### config.mk
export PLATFORM = sky130hd
export DESIGN_NAME = tdpr_fifo_ctrl
export DESIGN_NICKNAME = d
export VERILOG_FILES = /design/src/rtl/tdpr_pkg.sv /design/src/rtl/tdpr_fifo_obuf.sv /design/src/rtl/tdpr_fifo_ctrl.sv
export SDC_FILE = /design/constraint.sdc
export NUM_CORES = 1
export LEC_CHECK = 0
export CAP_MARGIN = 10
export CORE_MARGIN = 5
export CORE_UTILIZATION = 45
export CTS_CLUSTER_DIAMETER = 50
export DETAILED_ROUTE_END_ITERATION = 7
export GPL_TIMING_DRIVEN = 0
export MAX_ROUTING_LAYER = met4
export PLACE_DENSITY = 0.77
export RECOVER_POWER = 50
export SETUP_SLACK_MARGIN = 0.2
export SYNTH_ARGS = -nofsm -noshare
export SYNTH_HDL_FRONTEND = slang
export SYNTH_HIERARCHICAL = 1
export SYNTH_SLANG_ARGS = --single-unit
### constraint.sdc
create_clock -name clk -period 3 [get_ports clk]
set_input_delay 0.45 -clock clk [delete_from_list [all_inputs] [get_ports clk]]
set_output_delay 0.45 -clock clk [all_outputs]
set_load 0.01 [all_outputs]
### src/rtl/tdpr_pkg.sv
// Shared definitions for the true-dual-port-RAM FIFO controller.
//   - Default address/data widths and the matching RAM depth.
//   - Encoding of the 2-entry output buffer occupancy, which is also the
//     buffer's word count (EMPTY=0, ONE=1, TWO=2).
package tdpr_pkg;

  localparam int ADDR_SIZE = 8;
  localparam int DATA_SIZE = 8;
  localparam int RAM_SIZE  = 1 << ADDR_SIZE;

  typedef enum logic [1:0] {
    BUF_EMPTY = 2'd0,
    BUF_ONE   = 2'd1,
    BUF_TWO   = 2'd2
  } buf_state_e;

endpackage

### src/rtl/tdpr_fifo_obuf.sv
// Two-entry output buffer that sits behind the RAM's registered read port
// and presents a valid/ready stream to the downstream sink.
// Ports:
//   clk, rst            clock, asynchronous active-high reset
//   capture, cap_data   word arriving from RAM port B this cycle
//   pop                 downstream is taking the head word this cycle
//   buf_count           words currently held (0..2)
//   head_data           head word (m_data)
//   m_valid             buffer is non-empty
module tdpr_fifo_obuf
  import tdpr_pkg::*;
#(
  parameter int DATA_SIZE = tdpr_pkg::DATA_SIZE
) (
  input  logic                 clk,
  input  logic                 rst,
  input  logic                 capture,
  input  logic [DATA_SIZE-1:0] cap_data,
  input  logic                 pop,
  output logic [1:0]           buf_count,
  output logic [DATA_SIZE-1:0] head_data,
  output logic                 m_valid
);

  buf_state_e           state_q, state_d;
  logic [DATA_SIZE-1:0] head_q, head_d;
  logic [DATA_SIZE-1:0] tail_q, tail_d;

  always_ff @(posedge clk or posedge rst) begin
    if (rst) begin
      state_q <= BUF_EMPTY;
      head_q  <= '0;
      tail_q  <= '0;
    end else begin
      state_q <= state_d;
      head_q  <= head_d;
      tail_q  <= tail_d;
    end
  end

  // Capture and pop together keep the occupancy; the head shifts up when
  // two words are held, otherwise the new word replaces the departing head.
  always_comb begin
    state_d = state_q;
    head_d  = head_q;
    tail_d  = tail_q;
    if (capture && pop) begin
      if (state_q == BUF_TWO) begin
        head_d = tail_q;
        tail_d = cap_data;
      end else begin
        head_d = cap_data;
      end
    end else if (capture) begin
      if (state_q == BUF_EMPTY) begin
        head_d  = cap_data;
        state_d = BUF_ONE;
      end else begin
        tail_d  = cap_data;
        state_d = BUF_TWO;
      end
    end else if (pop) begin
      if (state_q == BUF_TWO) begin
        head_d  = tail_q;
        state_d = BUF_ONE;
      end else begin
        state_d = BUF_EMPTY;
      end
    end
  end

  assign buf_count = state_q;
  assign head_data = head_q;
  assign m_valid   = (state_q != BUF_EMPTY);

  // The read-issue rule never lets a third word arrive at a full buffer.
  a_no_overflow: assert property (@(posedge clk) disable iff (rst)
    !(state_q == BUF_TWO && capture && !pop));

endmodule

### src/rtl/tdpr_fifo_ctrl.sv
// Streaming FIFO controller around an external true dual-port RAM.
// Port A writes words from an upstream valid/ready source; port B reads
// them back (1-cycle registered data) into a 2-entry output buffer that
// feeds a downstream valid/ready sink.
// Ports:
//   clk, rst                  clock, asynchronous active-high reset
//   s_valid/s_ready/s_data    upstream stream
//   m_valid/m_ready/m_data    downstream stream
//   level                     words held: RAM + in-flight read + buffer
//   ram_*_a                   RAM write port
//   ram_*_b, ram_dout_b       RAM read port (we_b tied low)
module tdpr_fifo_ctrl
  import tdpr_pkg::*;
#(
  parameter int ADDR_SIZE = tdpr_pkg::ADDR_SIZE,
  parameter int DATA_SIZE = tdpr_pkg::DATA_SIZE
) (
  input  logic                 clk,
  input  logic                 rst,
  input  logic                 s_valid,
  output logic                 s_ready,
  input  logic [DATA_SIZE-1:0] s_data,
  output logic                 m_valid,
  input  logic                 m_ready,
  output logic [DATA_SIZE-1:0] m_data,
  output logic [ADDR_SIZE+1:0] level,
  output logic                 ram_en_a,
  output logic                 ram_we_a,
  output logic [ADDR_SIZE-1:0] ram_addr_a,
  output logic [DATA_SIZE-1:0] ram_din_a,
  output logic                 ram_en_b,
  output logic                 ram_we_b,
  output logic [ADDR_SIZE-1:0] ram_addr_b,
  input  logic [DATA_SIZE-1:0] ram_dout_b
);

  // ram_count equal to this value means every RAM location holds a word.
  localparam logic [ADDR_SIZE:0] FULL_COUNT = {1'b1, {ADDR_SIZE{1'b0}}};

  logic [ADDR_SIZE-1:0] wptr_q, wptr_d;
  logic [ADDR_SIZE-1:0] rptr_q, rptr_d;
  logic [ADDR_SIZE:0]   ram_count_q, ram_count_d;
  logic                 inflight_q, inflight_d;

  logic       write;
  logic       issue;
  logic       pop;
  logic [1:0] buf_count;
  logic [2:0] occ;

  always_ff @(posedge clk or posedge rst) begin
    if (rst) begin
      wptr_q      <= '0;
      rptr_q      <= '0;
      ram_count_q <= '0;
      inflight_q  <= 1'b0;
    end else begin
      wptr_q      <= wptr_d;
      rptr_q      <= rptr_d;
      ram_count_q <= ram_count_d;
      inflight_q  <= inflight_d;
    end
  end

  // A read is only issued when the word has guaranteed room in the output
  // buffer, counting the read already in flight and this cycle's pop.
  always_comb begin
    s_ready = !rst && (ram_count_q < FULL_COUNT);
    write   = s_valid && s_ready;
    pop     = m_valid && m_ready;
    occ     = 3'(buf_count) + 3'(inflight_q);
    issue   = (ram_count_q != '0) && (occ < (3'd2 + 3'(pop)));

    wptr_d      = write ? wptr_q + 1'b1 : wptr_q;
    rptr_d      = issue ? rptr_q + 1'b1 : rptr_q;
    inflight_d  = issue;
    ram_count_d = ram_count_q;
    if (write && !issue) begin
      ram_count_d = ram_count_q + 1'b1;
    end else if (issue && !write) begin
      ram_count_d = ram_count_q - 1'b1;
    end
  end

  assign ram_en_a   = write;
  assign ram_we_a   = write;
  assign ram_addr_a = wptr_q;
  assign ram_din_a  = s_data;
  assign ram_en_b   = issue;
  assign ram_we_b   = 1'b0;
  assign ram_addr_b = rptr_q;

  tdpr_fifo_obuf #(
    .DATA_SIZE(DATA_SIZE)
  ) u_obuf (
    .clk      (clk),
    .rst      (rst),
    .capture  (inflight_q),
    .cap_data (ram_dout_b),
    .pop      (pop),
    .buf_count(buf_count),
    .head_data(m_data),
    .m_valid  (m_valid)
  );

  assign level = (ADDR_SIZE+2)'(ram_count_q) + (ADDR_SIZE+2)'(inflight_q)
               + (ADDR_SIZE+2)'(buf_count);

  // Reads need ram_count>0 and wptr==rptr only when full (no write then),
  // so the two ports can never touch the same address together.
  a_no_collision: assert property (@(posedge clk) disable iff (rst)
    !(ram_en_a && ram_en_b && (ram_addr_a == ram_addr_b)));

endmodule

After elaboration in Yosys (flattened, before gate mapping)
Index checks and enable logic that the tools add are counted.

cells by class
  $add $sub $neg = 8
  multiply operators = 0
  div/mod/pow operators = 0
  $lt $le $gt $ge = 2
  equal/unequal tests = 4
  shifts and indexed selects = 0
  mux-type cells = 16
  bitwise operators = 1
  reduce and logical (&&, ||, !) cells = 21

operators with widths
  operator                                                                  number
  8-bit 2-to-1 mux                                                          10
  9-bit 2-to-1 mux                                                          2
  8-bit by 1-bit adder with 8-bit output (second input constant)            2
  10-bit by 2-bit adder with 10-bit output                                  1
  9-bit by 1-bit adder with 10-bit output                                   1
  9-bit by 1-bit adder with 9-bit output (second input constant)            1
  9-bit less-than comparator (second input constant)                        1
  9-bit nonzero test                                                        1
  9-bit by 1-bit subtractor with 9-bit output (second input constant)       1
  2-bit nonzero test                                                        4
  1-bit logical AND                                                         7
  2-bit 2-to-1 mux                                                          3
  3-bit AND reduction                                                       2
  3-bit nonzero test                                                        2
  2-bit by 1-bit adder with 3-bit output                                    1
  2-bit by 1-bit adder with 3-bit output (first input constant)             1
  1-bit zero test                                                           3
  3-bit less-than comparator                                                1
  3-bit by 1-bit inequality test with 1-bit output (second input constant)  1
  2-bit equality test (second input constant)                               1
  2-bit zero test                                                           1
  2-bit by 1-bit inequality test with 1-bit output (second input constant)  1
  2-bit inequality test (second input constant)                             1
  2-bit AND reduction                                                       1
  other kinds (2)                                                           2

storage, ports and cells
  flip-flop bits (word level) = 44
  latch bits = 0
  memory bits (writable) = 0
  ROM bits = 0
  input port bits = 20
  memories kept = 0

Longest topological paths before layout
  depth after elaboration = 8
  mapped depth = 14

Hierarchy
The synthesis kept the hierarchy.

modules (own cells, without submodules)
  module          instances  cells each  area each (um^2)  seq. area each (um^2)
  tdpr_fifo_ctrl  1          180         1783.0            650.6
  tdpr_fifo_obuf  1          87          1004.7            450.4

Worst setup path after synthesis
No wires, ideal clock.

  path type = flip-flop to flip-flop
  start point = reg u_obuf.state_q[1], in the netlist u_obuf/buf_count[1]
  end point = reg ram_count_q[8]
  setup time = 104 ps
  arrival time = 3253 ps
  data required time = 2896 ps
  slack = -356 ps
  cell stages (with the launch flop) = 15
  period minus slack after synthesis = 3356 ps
  cell sequence = dfrtp_1 > buf_6 > or2_1 > and2_1 > nand2b_1 > a221oi_4 > inv_1 > ha_1 > inv_1 > ha_1 > nor2b_1 > o31a_1 > o21a_1 > a211o_1 > o311ai_1

on the way
  cells in the longest elaborated chain, start to end = 8

ends and longest elaborated chain
  item                                                           line                  text
  from (decl)                                                    tdpr_fifo_obuf.sv:25  buf_state_e state_q, state_d;
  from (signal assigned)                                         tdpr_fifo_obuf.sv:35  state_q <= state_d;
  2-bit nonzero test (*)                                         tdpr_fifo_obuf.sv:74  assign m_valid = (state_q != BUF_EMPTY);
  net m_valid                                                    tdpr_fifo_ctrl.sv:23  output logic m_valid,
  1-bit logical AND (*)                                          tdpr_fifo_ctrl.sv:70  pop = m_valid && m_ready;
  net pop                                                        tdpr_fifo_ctrl.sv:47  logic pop;
  2-bit by 1-bit adder with 3-bit output (*)                     tdpr_fifo_ctrl.sv:72  issue = (ram_count_q != '0) && (occ < (3'd2 + 3'(pop)));
  3-bit less-than comparator (*)                                 tdpr_fifo_ctrl.sv:72
  1-bit logical AND (*)                                          tdpr_fifo_ctrl.sv:72
  net ram_en_b                                                   tdpr_fifo_ctrl.sv:31  output logic ram_en_b,
  1-bit zero test                                                tdpr_fifo_ctrl.sv:78  if (write && !issue) begin
  1-bit logical AND                                              tdpr_fifo_ctrl.sv:78
  9-bit 2-to-1 mux / 2-bit nonzero test (equally long branches)  -
  to (signal assigned)                                           tdpr_fifo_ctrl.sv:60  ram_count_q <= ram_count_d;
  to (decl)                                                      tdpr_fifo_ctrl.sv:42  logic [ADDR_SIZE:0] ram_count_q, ram_count_d;

The timed path passes the listed nets; every way through them passes the cells marked *.
A chain may end at the register's enable or synchronous reset.

Final worst setup path
  start point = reg ram_count_q[5]
  end point = reg ram_count_q[8]

on the way
  cells in the longest elaborated chain, start to end = 6

ends and longest elaborated chain
  item                          line                  text
  9-bit less-than comparator    tdpr_fifo_ctrl.sv:68  s_ready = !rst && (ram_count_q < FULL_COUNT);
  1-bit logical AND             tdpr_fifo_ctrl.sv:68
  1-bit logical AND             tdpr_fifo_ctrl.sv:69  write = s_valid && s_ready;
  1-bit zero test               tdpr_fifo_ctrl.sv:80  end else if (issue && !write) begin
  1-bit logical AND             tdpr_fifo_ctrl.sv:80
  2-bit nonzero test (no line)  -

Several ways; a longest one is shown, not always the timed one. The select of a mux whose other input is x is not followed.

==> flow_summary.ini <==
[timing]
maxSlewViolCount = 0
tightestPinTransition_ns = 0.999
fmax_mhz = 350
fin_crit_sh = 0.952
finalSetupViolations = 0
fin_skew_ns = 0.00273
timing.hold.ws_ns = 0.470
rsz0062_at_grt = yes
finalHoldViolations = 0
max_slew_margin = 0.333
period_minus_slack_ns = 2.85

[placed_design]
placed_area_um2 = 3550
gp_congestion = 0.859
port_buffers = 58
dp_cells = 400
hpwlAfterDp_um = 4660

[logic_synthesis]
synth_cell_type_count = 49
yosys_register_bits = 44
synth_area_per_cell_um2 = 10.4
synth_area_um2 = 2790
yosys_warnings = 6
synth_edf_count = 0
netlist_instances = 267
ys.flop_type = dfrtp_1
seq_area_frac_synth = 0.395
syn_nets = 306
async_reset_ff_frac = 1.00

[routing]
antenna_left = 0
num_vias = 2261
drc_errors = 0
wl_per_cell_um = 15.1
first_pass_iters = 4
wl_um = 6400
drtIter0Drc = 42
routed_via_density = 5.32

[floorplanning]
initial_core_util = 0.468
rows = 28
coreArea_um2 = 5960
die_y_um = 88.7
dieArea_um2 = 7870
pin_count = 68
fp.dieW_um = 88.7

[cts]
htree_num_levels = 2
clk_path_buf_depth = 2
cts_tree = yes
clk_latency_ns = 0.30
clock_sinks = 44
clkTransAtPathRegs_ns = 0.08
cts-root-buf = clkbuf_8
cts_buffers = 5

[worst_setup_path]
critPathCaptureType = flop
cp.arrival_ns = 3.05
path_max_fanout = 7
critical-path-top-delay-family = simple AND/OR/NAND/NOR gates
crit_slowest_cell = or4_4
required_ns = 3.20
startpoint_type = flop
critical_path_class = flop to flop
reg2reg_slack_ns = 0.15
critPathBufInv = 2
slowest_delay_ns = 0.55
cp_cell_sequence = or4_4, nor3_4, a221oi_4, inv_2, ha_4, inv_8, ha_2, or3_1, o21a_1, a211o_1, o311ai_1

[cells_and_area]
drive_gt1_frac = 0.254
fin_nets = 388
n_antenna_cell = 0
multi_input_area_um2 = 1630
instances_no_fill = 425
design_area_um2 = 3870
n_fill_cell = 476
regArea_um2 = 1110
areaGrowthSynthToFinish_pct = 38.9

[global_routing]
antenna_found_initial = 0
grt_usage = 0.176
grt_max_degree = 27
grt-ovfl-total = 0
grt_pass1_wl_um = 10600
grt_pass1_vias = 2263

[power]
power.density_nw_per_um2 = 1320
peakVddDrop_uv = 643
total_power_mw = 5.12
p_leak_nw = 1.69

[job]
maxCapViolCount = 0

[run_status]
status = completed

[worst_hold_path]
hp-class = flop to flop
==> path summary, 6_finish.rpt <==
path / startpoint / end / depth (start not counted)
max in group asynchronous: rst / ram_count_q[6] / 2
worst min-delay path: ram_addr_a[7] / ram_addr_a[7] / 1
worst max register to register: ram_count_q[5] / ram_count_q[8] / 11
worst max-delay path: ram_count_q[5] / ram_count_q[8] / 11
worst min register to register: ram_addr_a[7] / ram_addr_a[7] / 1
min in group asynchronous: rst / u_obuf/tail_q[1] / 2
==> placed cells by master, fill, tap and decap left out, types with 8 or more instances in the layout <==
| cell | count |
|---|---|
| clkdlybuf4s50_1 | 31 |
| dlygate4sd3_1 | 20 |
| nand3_1 | 13 |
| a221oi_1 | 8 |
| xor2_1 | 13 |
| nand2_1 | 17 |
| buf_4 | 25 |
| xnor2_1 | 15 |
| mux2_4 | 9 |
| a31oi_1 | 9 |
| inv_1 | 13 |
| nor2_1 | 8 |
| ha_1 | 8 |
| dfrtp_1 | 39 |
| o21ai_0 | 11 |
==> power breakdown <==
group	switching, mW	leakage, nW	internal, mW
registers	0.248	0.526	0.899
clock network	0.210	0.0548	0.251
logic	1.67	1.11	1.85
==> registers in the layout (all words and copies together), names as in the netlist <==
signal            cells
ram_count_q           9
ram_addr_a            8
ram_addr_b            8
u_obuf/head_data      8
u_obuf/tail_q         8
u_obuf/buf_count      2
inflight_q            1
==> cell families after synthesis <==
family,count (synthesis),synth area share
other cells,1,0.00135
simple gates,72,0.143
buf+inv,35,0.0750
xor+xnor,28,0.0880
compound gates,56,0.145
mux,12,0.0597
flops,44,0.395
fa+ha+maj,19,0.0934
==> synthesized netlist by cell type (9+ instances only) <==
master   number  area [µm²]
dfrtp_1      44        1100
nand2_1      17        63.8
ha_1         16         200
inv_1        15        56.3
xnor2_1      15         131
nand3_1      14        70.1
o21ai_0      14        70.1
xor2_1       13         114
buf_4        10        75.1
a31oi_1       9        56.3
mux2_4        9         135
nor2_1        9        33.8
==> metrics by stage <==
stage               TNS [ns]  worst slack (ns)   util
floorplan            -0.0748           -0.0748      -
global placement       -1.92            -0.501  0.596
detailed placement     -2.11            -0.519  0.596
CTS                        0             0.117  0.640
global route               0            0.0122  0.650
finish                     0             0.145  0.650
==> area by class of cell <==
class	count	share of cell area
multi-input combinational	188	0.421
tap	75	0.0242
clock inverter	3	0.0120
inverter	15	0.0165
clock buffer	5	0.0178
sequential	44	0.286
timing repair buffer	75	0.183
buffer	20	0.0394
==> per-layer routing <==
layer,wire length (µm),track usage,vias up
met2,3330,0.296,48
met3,347,0.0298,6
met1,2650,0.215,1102
met5,0,-,-
li1,-,-,1105
met4,76,0.0536,0
==> what timing repair did <==
item                                    4_1_cts  5_1_grt
setup buffers                                13        4
resized for setup                            19       16
endpoints found under the hold margin         0        0
hold buffers                                  0        0
endpoints found under the setup margin       15       11
pin swaps                                    10       16
cloned                                        0        0
Power figures use the tool's default switching activity.
